--- config.mk ---
export PLATFORM = sky130hd
export DESIGN_NAME = branch_resolve_unit
export DESIGN_NICKNAME = d
export VERILOG_FILES = /design/src/rtl/bp_pkg.sv /design/src/rtl/bp_fifo.sv /design/src/rtl/branch_resolve_unit.sv
export SDC_FILE = /design/constraint.sdc
export NUM_CORES = 1
export LEC_CHECK = 0
export ABC_AREA = 0
export CORE_MARGIN = 2
export CORE_UTILIZATION = 45
export DETAILED_ROUTE_END_ITERATION = 10
export GPL_TIMING_DRIVEN = 0
export PLACE_DENSITY = 0.79
export SLEW_MARGIN = 20
export SYNTH_ARGS = -nofsm -noshare
export SYNTH_HDL_FRONTEND = slang
export SYNTH_SLANG_ARGS = --single-unit
--- constraint.sdc ---
create_clock -name clock -period 24.1 [get_ports clock]
set_clock_uncertainty 0.2 [all_clocks]
set_input_delay 4.82 -clock clock [delete_from_list [all_inputs] [get_ports clock]]
set_output_delay 4.82 -clock clock [all_outputs]
set_load 0.02 [all_outputs]
--- src/rtl/bp_pkg.sv ---
// Shared branch-prediction types: predictor state encoding, PC step and the
// in-flight prediction entry carried from fetch to execute.
package bp_pkg;

  typedef enum logic [1:0] {
    SNT = 2'b00,
    WNT = 2'b01,
    WT  = 2'b10,
    ST  = 2'b11
  } bp_state_e;

  localparam int unsigned BP_AW  = 32;
  localparam int unsigned PC_INC = 4;

  // Fields are BP_AW wide; narrower address builds zero-extend into them.
  typedef struct packed {
    logic             taken;
    logic [BP_AW-1:0] pc;
    logic [BP_AW-1:0] target;
  } bp_entry_t;

endpackage

--- src/rtl/bp_fifo.sv ---
// In-order prediction queue: DEPTH entries, wrap-around pointers, separate
// occupancy counter and a single-cycle flush that wins over a same-cycle push.
module bp_fifo
  import bp_pkg::*;
#(
  parameter int DEPTH = 4
) (
  input  logic                     clock,
  input  logic                     reset,
  input  logic                     push_i,
  input  logic                     pop_i,
  input  logic                     flush_i,
  input  bp_entry_t                wdata_i,
  output bp_entry_t                rdata_o,
  output logic                     full_o,
  output logic                     empty_o,
  output logic [$clog2(DEPTH):0]   occupancy_o
);

  localparam int PW = $clog2(DEPTH);
  localparam int OW = PW + 1;

  bp_entry_t         mem_q [DEPTH];
  logic [PW-1:0]     wr_ptr_q, wr_ptr_d;
  logic [PW-1:0]     rd_ptr_q, rd_ptr_d;
  logic [OW-1:0]     occ_q, occ_d;

  always_comb begin
    wr_ptr_d = wr_ptr_q;
    rd_ptr_d = rd_ptr_q;
    occ_d    = occ_q;
    if (flush_i) begin
      wr_ptr_d = '0;
      rd_ptr_d = '0;
      occ_d    = '0;
    end else begin
      if (push_i) wr_ptr_d = wr_ptr_q + PW'(1);
      if (pop_i)  rd_ptr_d = rd_ptr_q + PW'(1);
      case ({push_i, pop_i})
        2'b10:   occ_d = occ_q + OW'(1);
        2'b01:   occ_d = occ_q - OW'(1);
        default: occ_d = occ_q;
      endcase
    end
  end

  always_ff @(posedge clock) begin
    if (reset) begin
      wr_ptr_q <= '0;
      rd_ptr_q <= '0;
      occ_q    <= '0;
    end else begin
      wr_ptr_q <= wr_ptr_d;
      rd_ptr_q <= rd_ptr_d;
      occ_q    <= occ_d;
    end
  end

  // Storage needs no reset; occupancy alone decides what is valid.
  always_ff @(posedge clock) begin
    if (push_i && !flush_i) mem_q[wr_ptr_q] <= wdata_i;
  end

  assign rdata_o     = mem_q[rd_ptr_q];
  assign full_o      = (occ_q == OW'(DEPTH));
  assign empty_o     = (occ_q == '0);
  assign occupancy_o = occ_q;

endmodule

--- src/rtl/branch_resolve_unit.sv ---
// Execute-stage branch resolution: checks queued predictions against the ALU
// outcome, feeds the predictor update, redirects fetch and keeps statistics.
module branch_resolve_unit
  import bp_pkg::*;
#(
  parameter int DEPTH = 4,
  parameter int AW    = 32,
  parameter int CW    = 32
) (
  input  logic                   clock,
  input  logic                   reset,
  input  logic                   pred_valid,
  output logic                   pred_ready,
  input  logic                   pred_taken,
  input  logic [AW-1:0]          pred_pc,
  input  logic [AW-1:0]          pred_target,
  input  logic                   res_valid,
  input  logic                   res_taken,
  input  logic [AW-1:0]          res_target,
  output logic                   upd_valid,
  output logic                   upd_taken,
  output logic                   mispredict,
  output logic [AW-1:0]          redirect_pc,
  output logic [$clog2(DEPTH):0] occupancy,
  output logic [CW-1:0]          branch_count,
  output logic [CW-1:0]          mispredict_count,
  output logic                   underflow_err
);

  bp_entry_t     wr_entry, head;
  logic          full, empty;
  logic          push, res_fire, mis_det;
  logic [AW-1:0] head_pc, head_target, redirect_d;

  logic          upd_valid_q, upd_taken_q, mispredict_q, underflow_q;
  logic          underflow_d;
  logic [AW-1:0] redirect_q;
  logic [CW-1:0] bcnt_q, bcnt_d, mcnt_q, mcnt_d;

  always_comb begin
    wr_entry            = '0;
    wr_entry.taken      = pred_taken;
    wr_entry.pc[AW-1:0] = pred_pc;
    wr_entry.target[AW-1:0] = pred_target;
  end

  // Ready depends only on registered state, never on res_valid.
  assign pred_ready  = !full && !mispredict_q;
  assign push        = pred_valid && pred_ready;
  assign res_fire    = res_valid && !empty;
  assign head_pc     = head.pc[AW-1:0];
  assign head_target = head.target[AW-1:0];

  assign mis_det = res_fire &&
                   ((head.taken != res_taken) ||
                    (head.taken && res_taken && (head_target != res_target)));

  assign redirect_d = res_taken ? res_target : head_pc + AW'(PC_INC);

  bp_fifo #(.DEPTH(DEPTH)) u_fifo (
    .clock       (clock),
    .reset       (reset),
    .push_i      (push),
    .pop_i       (res_fire),
    .flush_i     (mis_det),
    .wdata_i     (wr_entry),
    .rdata_o     (head),
    .full_o      (full),
    .empty_o     (empty),
    .occupancy_o (occupancy)
  );

  always_comb begin
    bcnt_d      = bcnt_q;
    mcnt_d      = mcnt_q;
    underflow_d = underflow_q || (res_valid && empty);
    if (res_fire && (bcnt_q != '1)) bcnt_d = bcnt_q + CW'(1);
    if (mis_det  && (mcnt_q != '1)) mcnt_d = mcnt_q + CW'(1);
  end

  always_ff @(posedge clock) begin
    if (reset) begin
      upd_valid_q  <= 1'b0;
      upd_taken_q  <= 1'b0;
      mispredict_q <= 1'b0;
      redirect_q   <= '0;
      bcnt_q       <= '0;
      mcnt_q       <= '0;
      underflow_q  <= 1'b0;
    end else begin
      upd_valid_q  <= res_fire;
      upd_taken_q  <= res_fire && res_taken;
      mispredict_q <= mis_det;
      redirect_q   <= mis_det ? redirect_d : '0;
      bcnt_q       <= bcnt_d;
      mcnt_q       <= mcnt_d;
      underflow_q  <= underflow_d;
    end
  end

  assign upd_valid        = upd_valid_q;
  assign upd_taken        = upd_taken_q;
  assign mispredict       = mispredict_q;
  assign redirect_pc      = redirect_q;
  assign branch_count     = bcnt_q;
  assign mispredict_count = mcnt_q;
  assign underflow_err    = underflow_q;

endmodule

== Word level (Yosys, flattened, before mapping) ==
Memories as Yosys holds them, arrays and structs flattened. A register that Yosys moved wholly into a read port is not among the register bits.
Cells that the tools add are included.

* Register bits: 107
* Bits in writable memories: 260
* Input bits: 102
* Output and inout port bits: 104
* Word-level logic and storage cells: 53
* Memories: 1

{| class="wikitable"
|+ Memory list
! memory !! words !! bits a word !! rd ports !! clocked after Yosys merged registers in !! write ports !! RTL line !! RTL
|-
| u_fifo.mem_q || 4 || 65 || 1 || 1 || 1 || bp_fifo.sv:23 || <nowiki>bp_entry_t mem_q [DEPTH];</nowiki>
|}

* Add/sub/neg operators: 7
* Equality and inequality tests: 7
* Mux-type cells: 6
* Bitwise gates (word level): 1
* Reduce and logical (&&, ||, !) cells: 21

{| class="wikitable"
|+ Operators by type and width
! cell !! number
|-
| 32-bit by 1-bit adder with 32-bit output (second input constant) || 2
|-
| 32-bit != test (second input constant) || 2
|-
| 32-bit by 3-bit adder with 32-bit output (second input constant) || 1
|-
| 32-bit 2-to-1 mux || 1
|-
| 32-bit != test || 1
|-
| 1-bit logical AND || 11
|-
| 3-bit case mux with 2 select lines || 1
|-
| 2-bit by 1-bit adder with 2-bit output (second input constant) || 2
|-
| 1-bit zero test || 4
|-
| 2-bit 2-to-1 mux || 2
|-
| 2-bit OR reduction || 2
|-
| 3-bit by 1-bit adder with 3-bit output (second input constant) || 1
|-
| 3-bit == test (second input constant) || 1
|-
| 3-bit zero test || 1
|-
| 3-bit by 1-bit subtractor with 3-bit output (second input constant) || 1
|-
| 2-bit by 1-bit == test with 1-bit output (second input constant) || 1
|-
| 2-bit == test (second input constant) || 1
|-
| 1-bit logical OR || 2
|-
| 1-bit 2-to-1 mux || 2
|-
| 2-bit nonzero test || 1
|-
| 1-bit != test || 1
|-
| 1-bit NOT || 1
|}

== Depth between registers and ports, before layout ==
* Word-level depth: 8
* Mapped depth: 14
* Mapped depth without buffers: 10

== Modules after synthesis ==
A second synthesis with hierarchy kept.

* Cell total of the unflattened synthesis: 1002
* Area total of the unflattened synthesis: 15038.2 um^2

{| class="wikitable"
|+ By module, submodules not included
! module !! times used !! cells each !! area an instance (um^2) !! seq. area each (um^2)
|-
| bp_fifo || 1 || 388 || 9868.2 || 7987.7
|-
| branch_resolve_unit || 1 || 614 || 5170.0 || 2001.9
|}

== Worst setup path after synthesis ==
Ideal clock, no wire load.

* Kind: input to register
* Start point: input port res_target[2]
* End point: memory u_fifo.mem_q[0][0] (netlist bit) (enable)
* Setup time: 0.582 ns
* Data arrival time: 10.654 ns
* Data required time: 23.318 ns
* Setup slack: 12.664 ns
* Stages on the path: 8
* Buffers on the path: 1
* Cells stage by stage: xnor2_1 > nand4_1 > nor4_1 > nand2_1 > a21oi_1 > nor2_1 > buf_2 > nor3b_1

* Longest elaborated chain between the ends: 8

{| class="wikitable"
|+ Ends and longest elaborated chain
! element !! RTL line !! RTL
|-
| start: declaration || branch_resolve_unit.sv:19 || <nowiki>input logic [AW-1:0] res_target,</nowiki>
|-
| 32-bit != test || branch_resolve_unit.sv:56 || <nowiki>(head.taken && res_taken && (head_target != res_target)));</nowiki>
|-
| 1-bit logical AND || branch_resolve_unit.sv:56 ||
|-
| 1-bit logical OR || branch_resolve_unit.sv:55 || <nowiki>((head.taken != res_taken) ||</nowiki>
|-
| 1-bit logical AND || branch_resolve_unit.sv:54 || <nowiki>assign mis_det = res_fire &&</nowiki>
|-
| 1-bit zero test || bp_fifo.sv:61 || <nowiki>if (push_i && !flush_i) mem_q[wr_ptr_q] <= wdata_i;</nowiki>
|-
| 1-bit logical AND || bp_fifo.sv:61 ||
|-
| 1-bit 2-to-1 mux || bp_fifo.sv:61 ||
|-
| 1-bit 2-to-1 mux (implied by the code) || bp_fifo.sv:61 ||
|-
| end: declaration || bp_fifo.sv:23 ||
|}

No other way between the ends.

== Worst setup path after layout ==
* Start point: input port res_target[15]
* End point: memory u_fifo.mem_q[1][51] (netlist bit) (enable)

Same word-level chain as after synthesis.

==> reports/metrics.cfg <==
[floorplan]
fp.dieW_um=187
core_area_um2=32700
boundaryPins=206
rows=66
start_util_pct=45.9
die_area_um2=34800
die_h_um=187

[power]
ir_drop_uv=68.3
powerDensity_nw_per_um2=99.3
p_sw_w=0.000539
seqPwrFrac_pct=42.3
p_clk_share_pct=30.9
p_int_w=0.00137
pwr-share-comb_pct=26.8
p_total_w=0.00191
leakagePower_nw=6.35
p_sw_share_pct=28.3

[routing]
dr_total_vias=9713
ant_nets=0
dr.pass1.iters=5
vias_per_cell=5.49
drtIter0Drc=804
drt-wirelength-per-cell_um=20.5
drc=0
postRouteWirelength_um=36300

[finish]
nNetsFinal=1405
areaGrowthSynthToFinish_pct=27.9
num-fill-cells=2494
final_common_cell=edfxtp_1
final_cell_mix=edfxtp_1 (260), clkdlybuf4s50_1 (204), dfxtp_1 (109)
drive_above_1_share_pct=14.9

[critical_path]
cp_max_fo=10
startpoint_type=input port
crit_family=buffers and inverters
required_ns=24.13
path_cells=clkdlybuf4s50_1 -> xnor2_1 -> nand4_1 -> nor4_1 -> nand2_1 -> a21oi_1 -> nor2_1 -> buf_2 -> nor3b_2 -> buf_4 -> buf_4 -> buf_4
crit_path_max_incr_delay_ns=0.72
worst-setup-path-type=input port to register
cpMostUsedCell=buf_4
crit_path_end_kind=register
cp.buffers_inverters=5
slowest_stage=nor3b_2
regToRegSetupSlack_ns=19.06
arrival_ns=8.56

[cts]
clockBufferDepth=3
cts_htree_levels=2
clock_latency_ns=0.52
cts_sinks=369
post_cts_buffers=0
cts_hold_buf=0
root_buffer=clkbuf_16
path_clk_slew_ns=0.06
cts_buffers=39
cts.repair.resized=0
tritoncts=built

[logic_synthesis]
syn_inst=1013
synth_area_leaders=edfxtp_1 (52%), dfxtp_1 (15%), mux4_2 (9.8%)
synth.area.mux_share_pct=11.2
synth_edf_count=260
synth-simple-area-share_pct=10.6
yosys_warnings=0
ys_ff_latch=369
yosysTopAreaCellShare_pct=52.1
synth_compound_area_share_pct=3.00
synthAdderAreaFrac_pct=0.884
synth.distinct_cells=47
ys_seq_area_share_pct=66.6
async_flop_share_pct=0
synth.largest_area_cell=edfxtp_1
synth_top_family_by_area=multiplexers
synth_nets=1125
avgSynthCellArea_um2=14.8
syn_area_um2=15000
synth_flop_cell=edfxtp_1
synth_xor_area_share_pct=5.61

[global_route]
first_global_vias=9653
grt_usage_pct=20.7
met2_usage_pct=32.3
grt_pass1_wl_um=55700
met3_usage_pct=5.79
grt_max_degree=15
antenna_found_initial=8
busiest_layer=met2
grtUsageMet1_pct=27.8
grt_overflow=0

[hold_path]
hold_path.class=register to register

[sta]
finalHoldWorstSlack_ns=0.273
rsz0062_at_grt=no
hold_viol=0
period_share_pct=35.4
tightest_slew_ns=0.838
slew_violations=0
tns_ns=0
max_slew_margin_pct=43.9
max_freq_ghz=0.117
min_period_ns=8.54
setup_viol=0

[placement]
gp_congestion=0.877
io_buffers=204
dp.final_hpwl_um=26700

[run]
cap_violations=0

[outcome]
outcome=finished, final reports clean

## kinds of logic after synthesis
group | count (synthesis)
flip-flops | 369
AND/OR/NAND/NOR | 310
XOR/XNOR | 96
multiplexers | 84
AO/OA/AOI/OAI | 82
buffers and inverters | 62
adder cells (fa/ha/maj) | 10
## worst paths after layout
check	start	endpoint	cells past startpoint
max	res_target[15]	u_fifo.mem_q[1][51]	12
min	underflow_err	underflow_err	2
max reg2reg	register	u_fifo.mem_q[1][51]	13
min reg2reg	underflow_err	underflow_err	2
## metal layers
layer	vias to the layer above	share of wire [%]
li1	4425	-
met5	-	0.12
met3	77	10
met1	4763	41
met4	6	3.1
met2	442	46
## cells in the mapped netlist, drive strengths merged, types with 15 or more instances
| cell type | count |
|---|---|
| a21oi | 47 |
| and3 | 18 |
| buf | 28 |
| clkbuf | 17 |
| dfxtp | 109 |
| edfxtp | 260 |
| inv | 15 |
| mux4 | 65 |
| nand2 | 45 |
| nand3 | 31 |
| nand4 | 29 |
| nor2 | 97 |
| nor3 | 17 |
| o21ai | 19 |
| or3 | 18 |
| xnor2 | 54 |
| xor2 | 42 |
## registers in the layout, summed over array words and instances, names as in the netlist, named ones only
signal / cells
u_fifo.mem_q: 260
upd_valid: 1
redirect_pc: 32
upd_taken: 1
branch_count: 32
u_fifo.wr_ptr_q: 2
underflow_err: 1
u_fifo.occupancy_o: 3
mispredict_count: 32
mispredict: 1
u_fifo.rd_ptr_q: 2
## area by class of cell
class                           count  area (um2)  share of cell area [%]
Sequential cell                   369        9990                    52.1
Clock inverter                     16         151                   0.789
Multi-Input combinational cell    582        4700                    24.5
Timing Repair Buffer              239        2320                    12.1
Tap cell                          442         553                    2.88
Clock buffer                       55        1130                    5.89
Buffer                             45         262                    1.36
Antenna cell                        4        10.0                  0.0522
Inverter                           17        63.8                   0.333
## per-stage QoR
stage          utilization (%)  area (um2)  worst slack (ns)  instances
6_report                  58.7       19200             15.56       1769
5_1_grt                   58.7       19200             15.32       1766
4_1_cts                   58.6       19200             15.58       1765
3_5_place_dp              54.7       17900             15.07       1694
3_3_place_gp              53.8       17600              7.55       1659
2_1_floorplan                -       15000             12.66       1013
## power groups by stage
stage / Combinational (W) / Clock (W) / Sequential [W]
global route: 0.000548 / 0.000625 / 0.000812
floorplan: 0.000325 / 0 / 0.000838
finish: 0.000511 / 0.000589 / 0.000805
global placement: 0.000478 / 0 / 0.000839
CTS: 0.000515 / 0.000600 / 0.000806
detailed placement: 0.000511 / 0 / 0.000818
## worst register-to-register path, stage by stage, from the launching register on
cell and delay (ns):
dfxtp_1 0.34, buf_4 0.22, buf_4 0.26, buf_2 0.30, buf_1 0.54, mux4_2 0.43
ha_1 0.33, a21oi_1 0.25, nor2_1 0.15, buf_2 0.23, nor3b_2 0.72, buf_4 0.33
buf_4 0.23, buf_4 0.22
(Power assumes the default switching activity.)
